[src/rtl/fcs_xor_stream_pkg.sv]
// Shared types and constants for the delta-FCS streaming engine.
package fcs_xor_stream_pkg;

    typedef enum logic [1:0] {
        ST_IDLE  = 2'd0,
        ST_ACCUM = 2'd1,
        ST_SHIFT = 2'd2
    } fcs_state_e;

    localparam logic [31:0] CRC32_POLY = 32'h04C1_1DB7;
    localparam logic [31:0] CRC32_INIT = 32'hFFFF_FFFF;

    localparam logic MODE_DELTA = 1'b0;
    localparam logic MODE_ABS   = 1'b1;

endpackage

[src/rtl/crc_lfsr_step.sv]
// Combinational CRC advance over DATA_W bits, MSB of i_data consumed first.
module crc_lfsr_step #(
    parameter int unsigned      CRC_W  = 32,
    parameter logic [CRC_W-1:0] POLY   = {CRC_W{1'b0}},
    parameter int unsigned      DATA_W = 1
) (
    input  logic [CRC_W-1:0]  i_state,
    input  logic [DATA_W-1:0] i_data,
    output logic [CRC_W-1:0]  o_state
);

    logic [CRC_W-1:0] w_acc;

    always_comb begin
        w_acc = i_state;
        for (int i = int'(DATA_W) - 1; i >= 0; i--) begin
            w_acc = {w_acc[CRC_W-2:0], 1'b0} ^ (POLY & {CRC_W{i_data[i] ^ w_acc[CRC_W-1]}});
        end
        o_state = w_acc;
    end

endmodule

[src/rtl/fcs_xor_stream.sv]
// Framed CRC engine producing delta or complemented FCS, then serialising it MSB-first.
module fcs_xor_stream
    import fcs_xor_stream_pkg::*;
#(
    parameter int unsigned      CRC_W  = 32,
    parameter logic [CRC_W-1:0] POLY   = CRC_W'(CRC32_POLY),
    parameter logic [CRC_W-1:0] INIT   = {CRC_W{1'b1}},
    parameter int unsigned      DATA_W = 1
) (
    input  logic              clk,
    input  logic              rst_n,
    input  logic              s_valid,
    output logic              s_ready,
    input  logic [DATA_W-1:0] s_data,
    input  logic              s_first,
    input  logic              s_last,
    input  logic              mode,
    input  logic              abort,
    output logic              fcs_valid,
    output logic [CRC_W-1:0]  fcs_val,
    output logic              fcs_bit,
    output logic              fcs_bit_valid,
    output logic              drop
);

    localparam int unsigned      CNT_W    = (CRC_W > 1) ? $clog2(CRC_W) : 1;
    localparam logic [CNT_W-1:0] LAST_BIT = CNT_W'(CRC_W - 1);

    fcs_state_e       r_state;
    fcs_state_e       w_state_nxt;
    logic [CRC_W-1:0] r_data_crc,  w_data_nxt;
    logic [CRC_W-1:0] r_zero_crc,  w_zero_nxt;
    logic [CRC_W-1:0] r_fcs_val,   w_fcs_val_nxt;
    logic [CRC_W-1:0] r_shift,     w_shift_nxt;
    logic [CNT_W-1:0] r_cnt,       w_cnt_nxt;
    logic             r_mode,      w_mode_nxt;
    logic             r_fcs_valid, w_fcs_valid_nxt;
    logic             r_bit_valid, w_bit_valid_nxt;
    logic             r_fcs_bit,   w_fcs_bit_nxt;
    logic             r_drop,      w_drop_nxt;
    logic             r_s_ready;
    logic             w_load;

    logic             w_xfer;
    logic             w_restart;
    logic             w_mode_eff;
    logic [CRC_W-1:0] w_data_base, w_zero_base;
    logic [CRC_W-1:0] w_data_step, w_zero_step;
    logic [CRC_W-1:0] w_result;

    assign w_xfer      = s_valid && r_s_ready;
    assign w_restart   = (r_state == ST_IDLE) || s_first;
    assign w_data_base = w_restart ? INIT : r_data_crc;
    assign w_zero_base = w_restart ? INIT : r_zero_crc;
    assign w_mode_eff  = s_first ? mode : r_mode;
    assign w_result    = (w_mode_eff == MODE_ABS) ? ~w_data_step : (w_data_step ^ w_zero_step);

    crc_lfsr_step #(.CRC_W(CRC_W), .POLY(POLY), .DATA_W(DATA_W)) u_step_data (
        .i_state (w_data_base),
        .i_data  (s_data),
        .o_state (w_data_step)
    );

    // Reference run over an all-zero stream of equal length.
    crc_lfsr_step #(.CRC_W(CRC_W), .POLY(POLY), .DATA_W(DATA_W)) u_step_zero (
        .i_state (w_zero_base),
        .i_data  ({DATA_W{1'b0}}),
        .o_state (w_zero_step)
    );

    always_comb begin
        w_state_nxt     = r_state;
        w_data_nxt      = r_data_crc;
        w_zero_nxt      = r_zero_crc;
        w_mode_nxt      = r_mode;
        w_fcs_val_nxt   = r_fcs_val;
        w_shift_nxt     = r_shift;
        w_cnt_nxt       = r_cnt;
        w_fcs_valid_nxt = 1'b0;
        w_bit_valid_nxt = 1'b0;
        w_fcs_bit_nxt   = 1'b0;
        w_drop_nxt      = 1'b0;
        w_load          = 1'b0;

        if (abort) begin
            w_state_nxt = ST_IDLE;
            w_data_nxt  = INIT;
            w_zero_nxt  = INIT;
            w_cnt_nxt   = '0;
        end else begin
            unique case (r_state)
                ST_IDLE: begin
                    if (w_xfer) begin
                        if (s_first) begin
                            w_data_nxt  = w_data_step;
                            w_zero_nxt  = w_zero_step;
                            w_mode_nxt  = mode;
                            w_state_nxt = ST_ACCUM;
                            w_load      = s_last;
                        end else begin
                            w_drop_nxt = 1'b1;
                        end
                    end
                end
                ST_ACCUM: begin
                    if (w_xfer) begin
                        w_data_nxt = w_data_step;
                        w_zero_nxt = w_zero_step;
                        if (s_first) begin
                            w_mode_nxt = mode;
                        end
                        w_load = s_last;
                    end
                end
                ST_SHIFT: begin
                    w_bit_valid_nxt = 1'b1;
                    w_fcs_bit_nxt   = r_shift[CRC_W-1];
                    w_shift_nxt     = {r_shift[CRC_W-2:0], 1'b0};
                    w_cnt_nxt       = r_cnt + CNT_W'(1);
                    if (r_cnt == LAST_BIT) begin
                        w_state_nxt     = ST_IDLE;
                        w_bit_valid_nxt = 1'b0;
                        w_fcs_bit_nxt   = 1'b0;
                        w_cnt_nxt       = '0;
                    end
                end
                default: begin
                    w_state_nxt = ST_IDLE;
                end
            endcase

            // Final beat: publish the result and present its MSB in the same cycle.
            if (w_load) begin
                w_state_nxt     = ST_SHIFT;
                w_fcs_val_nxt   = w_result;
                w_fcs_valid_nxt = 1'b1;
                w_bit_valid_nxt = 1'b1;
                w_fcs_bit_nxt   = w_result[CRC_W-1];
                w_shift_nxt     = {w_result[CRC_W-2:0], 1'b0};
                w_cnt_nxt       = '0;
            end
        end
    end

    always_ff @(posedge clk or negedge rst_n) begin
        if (!rst_n) begin
            r_state     <= ST_IDLE;
            r_data_crc  <= INIT;
            r_zero_crc  <= INIT;
            r_mode      <= MODE_DELTA;
            r_fcs_val   <= '0;
            r_shift     <= '0;
            r_cnt       <= '0;
            r_fcs_valid <= 1'b0;
            r_bit_valid <= 1'b0;
            r_fcs_bit   <= 1'b0;
            r_drop      <= 1'b0;
            r_s_ready   <= 1'b1;
        end else begin
            r_state     <= w_state_nxt;
            r_data_crc  <= w_data_nxt;
            r_zero_crc  <= w_zero_nxt;
            r_mode      <= w_mode_nxt;
            r_fcs_val   <= w_fcs_val_nxt;
            r_shift     <= w_shift_nxt;
            r_cnt       <= w_cnt_nxt;
            r_fcs_valid <= w_fcs_valid_nxt;
            r_bit_valid <= w_bit_valid_nxt;
            r_fcs_bit   <= w_fcs_bit_nxt;
            r_drop      <= w_drop_nxt;
            r_s_ready   <= (w_state_nxt != ST_SHIFT);
        end
    end

    assign s_ready       = r_s_ready;
    assign fcs_valid     = r_fcs_valid;
    assign fcs_val       = r_fcs_val;
    assign fcs_bit       = r_fcs_bit;
    assign fcs_bit_valid = r_bit_valid;
    assign drop          = r_drop;

endmodule

[config.mk]
export PLATFORM = sky130hd
export DESIGN_NAME = fcs_xor_stream
export DESIGN_NICKNAME = d
export VERILOG_FILES = /design/src/rtl/fcs_xor_stream_pkg.sv /design/src/rtl/crc_lfsr_step.sv /design/src/rtl/fcs_xor_stream.sv
export SDC_FILE = /design/constraint.sdc
export NUM_CORES = 1
export LEC_CHECK = 0
export CORE_UTILIZATION = 59
export DETAILED_ROUTE_END_ITERATION = 10
export PLACE_DENSITY = 0.89
export SLEW_MARGIN = 20
export SYNTH_ARGS = -nofsm -noshare
export SYNTH_HDL_FRONTEND = slang
export SYNTH_SLANG_ARGS = --single-unit
[constraint.sdc]
create_clock -name clk -period 2.2 [get_ports clk]
set_input_delay 0.33 -clock clk [delete_from_list [all_inputs] [get_ports clk]]
set_output_delay 0.33 -clock clk [all_outputs]
set_load 0.01 [all_outputs]
Word-level counts from Yosys, hierarchy flattened

Index checks and enable logic that the tools add are counted.
W data, S select, Z words.

Bits in registers: 141
Bits in latches: 0
RAM bits: 0
ROM bits: 0
Output and inout bits: 37
Logic and storage cells: 82
Memories: 0

Add/subtract/negate cells: 1
$mul: 0
Div/mod/pow operators: 0
Magnitude comparators: 0
Eq/ne operators: 7
Shifts and indexed selects: 0
Mux-type cells: 45
Bitwise logic cells: 6
Reduce and logical (&&, ||, !) cells: 11

Operators with widths:

| kind                  | number |
|---|---|
| $mux W32              | 13 |
| $pmux W32 S2          | 2 |
| $xor A32 B27 Y32      | 2 |
| $not A32 Y32          | 1 |
| $xor A32 B32 Y32      | 1 |
| $mux W5               | 4 |
| $mux W1               | 19 |
| $mux W2               | 5 |
| $ne A3 B3 Y1 const B  | 3 |
| $pmux W2 S3           | 1 |
| $reduce_bool A3 Y1    | 2 |
| $add A5 B1 Y5 const B | 1 |
| $eq A5 B5 Y1 const B  | 1 |
| $reduce_and A2 Y1     | 2 |
| $reduce_and A4 Y1     | 1 |
| $reduce_and A3 Y1     | 1 |
| $eq A2 B1 Y1 const B  | 1 |
| $eq A2 B2 Y1 const B  | 1 |
| $logic_not A2 Y1      | 1 |
| $ne A2 B2 Y1 const B  | 1 |
| $pmux W1 S2           | 1 |
| $reduce_bool A2 Y1    | 1 |
| $reduce_or A2 Y1      | 1 |
| $logic_and A1 B1 Y1   | 1 |
| 3 further kinds       | 3 |

Depth between registers and ports, before layout

Depth after elaboration: 9
Depth in mapped cells: 9

By module

From an unflattened synthesis, not the netlist that was laid out.

Cell total of the unflattened synthesis: 787
Area total of the unflattened synthesis: 8,018.9 µm²

Modules (own cells, without submodules):

| module         | times used | cells each | area each (µm²) |
|---|---|---|---|
| fcs_xor_stream | 1          | 717        | 7,015.5 |
| crc_lfsr_step  | 2          | 35         | 501.7 |

Worst setup path after synthesis

Ideal clock, no wire load.

Path type: reg-to-reg
Start: reg r_data_crc[31]
End: reg r_fcs_val[23] (netlist: fcs_val[23])
Library setup time: 77 ps
Data arrival time: 1,691 ps
Slack: 432 ps
Stages on the path, launching flop included: 8
Cells stage by stage: dfstp_2 -> buf_2 -> buf_4 -> xnor2_1 -> nor2_1 -> xnor2_1 -> mux2_2 -> a21oi_1

Longest elaborated chain between the ends: 5
Elaborated cells on any way between the ends: 6
Classes of those cells: 2 x mux; 4 x bitwise

Ends and longest elaborated chain:

| what                                             | RTL line              | RTL |
|---|---|---|
| start: declaration                               | fcs_xor_stream.sv:31  | `logic [CRC_W-1:0] r_data_crc, w_data_nxt;` |
| start signal: assignment                         | fcs_xor_stream.sv:161 | `r_data_crc <= w_data_nxt;` |
| $mux W32 (*)                                     | fcs_xor_stream.sv:53  | `assign w_data_base = w_restart ? INIT : r_data_crc;` |
| $xor A1 B1 Y1 (*)                                | crc_lfsr_step.sv:17   | `w_acc = {w_acc[CRC_W-2:0], 1'b0} ^ (POLY & {CRC_W{i_data[i] ^ w_acc[CRC_W-1]}});` |
| $xor A32 B27 Y32 (*)                             | crc_lfsr_step.sv:17   |  |
| $xor A32 B32 Y32 or $not A32 Y32 (tied branches) | fcs_xor_stream.sv:56  | `assign w_result = (w_mode_eff == MODE_ABS) ? ~w_data_step : (w_data_step ^ w_zero_step);` |
| $mux W32 (*)                                     | fcs_xor_stream.sv:56  |  |
| end signal: assignment                           | fcs_xor_stream.sv:164 | `r_fcs_val <= w_fcs_val_nxt;` |
| end: declaration                                 | fcs_xor_stream.sv:33  | `logic [CRC_W-1:0] r_fcs_val, w_fcs_val_nxt;` |

Mark *: on every way between the ends. The rest lies on a longest branch, timed or not.
A chain may end at the register's enable or synchronous reset.

Worst setup path after layout

Start: reg r_state[0]
End: reg r_fcs_val[1] (netlist: fcs_val[1])

Longest elaborated chain between the ends: 7
Elaborated cells on any way between the ends: 14
Classes of those cells: 1 x eq/ne; 5 x mux; 5 x bitwise; 3 x reduce/logical

Ends and longest elaborated chain:

| what                                             | RTL line                                   | RTL |
|---|---|---|
| start: declaration                               | fcs_xor_stream.sv:29                       | `fcs_state_e r_state;` |
| start signal: assignment                         | fcs_xor_stream.sv:160                      | `r_state <= w_state_nxt;` |
| $logic_not A2 Y1                                 | fcs_xor_stream.sv:52, fcs_xor_stream.sv:91 |  |
| $logic_or A1 B1 Y1                               | fcs_xor_stream.sv:52                       | `assign w_restart = (r_state == ST_IDLE) \|\| s_first;` |
| $mux W32                                         | fcs_xor_stream.sv:53                       |  |
| $xor A1 B1 Y1                                    | crc_lfsr_step.sv:17                        |  |
| $xor A32 B27 Y32                                 | crc_lfsr_step.sv:17                        |  |
| $xor A32 B32 Y32 or $not A32 Y32 (tied branches) | fcs_xor_stream.sv:56                       |  |
| $mux W32                                         | fcs_xor_stream.sv:56                       |  |

Parallel ways exist; a longest one is shown, timed or not. The select of a mux whose other input is x is not followed.

==> run metrics <==
status=completed; wire length per cell=21.63 um; Setup CP Type=reg2reg; reg2reg end=fcs_val[1]; sequential cell fraction of total power=0.429; die area=0.01174 mm^2; area leader, netlist=dfrtp_1; Netlist cell types=43; num rows=38; Die H=108.4 um; Worst Setup EP=fcs_val[1]; Via density=6.651; post-DP HPWL=roughly 11 mm; Skew-Pair Late Insertion Delay=0.42 ns; synthesized instance count=683; largest family of logic cells by synthesized area=compound AO/OA/AOI/OAI gates; vias in the first global route=~6000; CTS max path bufs=2; number of nets with antenna violations after routing=0; CP endpoint kind=flop; worst-margin pin slew=between 0.7 and 0.8 ns; Worst Setup SP=r_state[0]; simple logic cell fraction of the synthesized area=0.1501; NetSw=about 2.1 mW; CP max stage delay=0.56 ns; fraction of layout cells with a size suffix above 1=0.2375; fin nets=759; Design Area, Final=0.008214 mm^2; Synth Area in Compound Gates=0.1839; reg-to-reg slack, setup=0.03 ns; clk sinks=between 100 and 150; # IOs=45; warnings from Yosys=0; crit path time final=2.167 ns; Yosys top cell area share=0.2812; Antenna Cells=0; GPL Wtd Cong=0.9188; first-pass GRT wire length=30.92 mm; CTS Buf Count=17; die width=about 110 um; placed cell area=0.007577 mm^2; CTS root buffer=clkbuf_16; H-tree lvl count=4; relative slew slack=0.5118; crit-path max FO=15; routed via count=5999; Pre-antenna DRT Iters=7; largest net degree at the start of global routing=141; f_max=between 0.4 and 0.5 GHz; Initial Util=0.6104; synthesis-to-layout area growth=23.06%; DRT Wirelength=between 15 and 20 mm; syn_nets=just under 700; synthesis-stage register bit count=140; max cap viols=0; clk slew on worst S/H paths=0.06 ns; switching part of the total=0.2826; final setup violation count=0; Port Buf Inserts=44; Power Density=911.2 mW/mm^2; Hold WS=slightly below 0.02 ns; clock network power share=0.396; maximum vdd drop=0.5230 mV; Overall Power=7.485 mW; GRT overflow=0; CP Launch Type=flop; Tcrit/Tclk final=0.9850; leakage power=3.200 nW; GRT Resource Usage Total=0.3524; synth top area cells=dfrtp_1, dfstp_2, o21ai_0; CP Cell Sequence=o21bai_4 > buf_4 > nor2_2 > a221oi_2 > xnor2_1 > mux2_2; CP Data Arrival Time=2.47 ns; R2R cell count=6; post-synthesis adder-cell area fraction=0.003749; combinational share of power=0.174; Placed Cells=868; First DRT Iteration DRCs=839; DR DRC count=0; Synth Cell Area=0.006675 mm^2; initial antenna violation count=0; Worst Skew=0.009204 ns; Layout Utilization=0.7511; CTS tree=yes; FF-to-FF Start=r_state[0]; number of hold buffers added after cts=0; Finished Layout Cells=roughly 900; Core Region=approximately 0.011 mm^2; fraction of synthesized area in multiplexers=0.02530; slowest CP cell=dfrtp_1; internal power=roughly 5.4 mW; sequential fraction of the synthesis area=0.5370; Final Hold Violating Endpoints=0; Min-Delay Path Class=in2async; Worst EP required=2.50 ns; Avg Cell Area, Syn=9.773 um^2; Post-Synth XOR/XNOR Area=0.05886; max-slew violation count=0
stage by stage:
step,TNS [ns],worst slack [ns]
2_1_floorplan,0,0.4320
3_3_place_gp,-1.756,-0.1067
3_5_place_dp,-2.670,-0.1600
4_1_cts,0,0.06806
5_1_grt,-0.01813,-0.01605
6_report,0,0.03308
cell usage in the layout, fill, tap and decap left out, types with 2 or more instances in the layout:
cell,count
o22a_1,37
o21a_1,2
dfstp_2,65
nand3_1,22
a21oi_1,70
nor2_2,2
buf_12,10
o21ai_0,71
nand2_1,66
and3_1,2
o21ai_1,10
clkbuf_16,17
xor2_1,14
clkbuf_8,3
clkinv_2,5
xnor2_1,29
and2_1,11
ha_1,2
or3_1,21
nor3_1,4
dfrtp_1,75
mux2_2,15
buf_4,47
nand2b_1,3
a221oi_2,2
inv_1,3
o221a_1,2
a31oi_1,2
nor2_1,84
clkdlybuf4s50_1,43
bufinv_16,3
registers in the layout, summed over array words and instances, names as in the netlist:
name and flops:
fcs_bit 1, r_mode 1, s_ready 1, drop 1, r_data_crc 32, r_shift 31
r_cnt 5, r_state 2, fcs_bit_valid 1, fcs_val 32, r_zero_crc 32, fcs_valid 1
cell families after synthesis:
kind of cell | after synthesis
AO/OA/AOI/OAI | 203
XOR/XNOR | 44
adder cells (fa/ha/maj) | 2
buffers and inverters | 57
flip-flops | 140
multiplexers | 15
AND/OR/NAND/NOR | 222
timing repair:
action / 4_1_cts / 5_1_grt
setup endpoints to repair: 0 / 5
resized for setup: 0 / 2
buffers inserted: 0 / 2
metal layers:
metal / GRT usage / vias up / share of wire
li1: - / 2496 / -
met1: 0.4236 / 2911 / 0.37
met2: 0.5769 / 464 / 0.48
met3: 0.08379 / 128 / 0.096
met4: 0.2104 / 0 / 0.055
met5: 0 / - / 0
how the worst min path moves through the flow:
stage                   to        start  slack, ns  depth (start not counted)
3_3_place_gp   fcs_val[18]  fcs_val[18]       0.46                          2
6_report       fcs_val[25]        rst_n       0.02                          2
4_1_cts         fcs_val[0]        rst_n       0.08                          2
2_1_floorplan         drop        rst_n       0.03                          0
5_1_grt         fcs_val[0]        rst_n       0.11                          2
3_5_place_dp    r_shift[4]   r_shift[4]       0.47                          2
synthesized netlist by cell type, drive strengths merged:
library cell  number
ha                 2
nor2              87
buf               34
nand2             66
nand3             22
a21oi             71
a31oi              2
o21a               2
nand2b             3
mux2              15
o21bai             1
a32oi              1
clkbuf            19
or4                1
or3               21
nor2b              1
o22a              37
nor4               1
o21ai             82
o41ai              1
o21ba              1
and2              11
xor2              14
nor3               5
clkinv             1
nor3b              1
nand4              1
and3               2
dfstp             65
inv                3
xnor2             30
o31ai              1
dfrtp             75
a221oi             2
o221a              2
area by class of cell:
cell class,count,area (um^2)
inverters,4,15.01
repair buffers,100,983.4
multi-input cells,486,2845
flip-flops and latches,140,3585
well taps,140,175.2
fillers,639,2721
clock buffers,21,470.5
clock inverters,11,140.1
critical path, delay by kind of cell (launching register included):
family | cells | cell delay (ns)
AOI/OAI and AO/OA | 2 | 0.77
xor gates and xnor gates | 1 | 0.17
and+or+nand+nor | 1 | 0.04
DFF | 1 | 0.56
muxes | 1 | 0.30
buffers and inverters | 1 | 0.20
power groups by stage:
stage / Clock, mW / Combinational [mW] / Sequential, mW
floorplan: 0 / 0.628 / 3.16
global placement: 0 / 1.16 / 3.19
detailed placement: 0 / 1.22 / 3.22
CTS: 2.97 / 1.27 / 3.19
global route: 3.09 / 1.40 / 3.22
finish: 2.97 / 1.30 / 3.21
(Power assumes the default switching activity.)
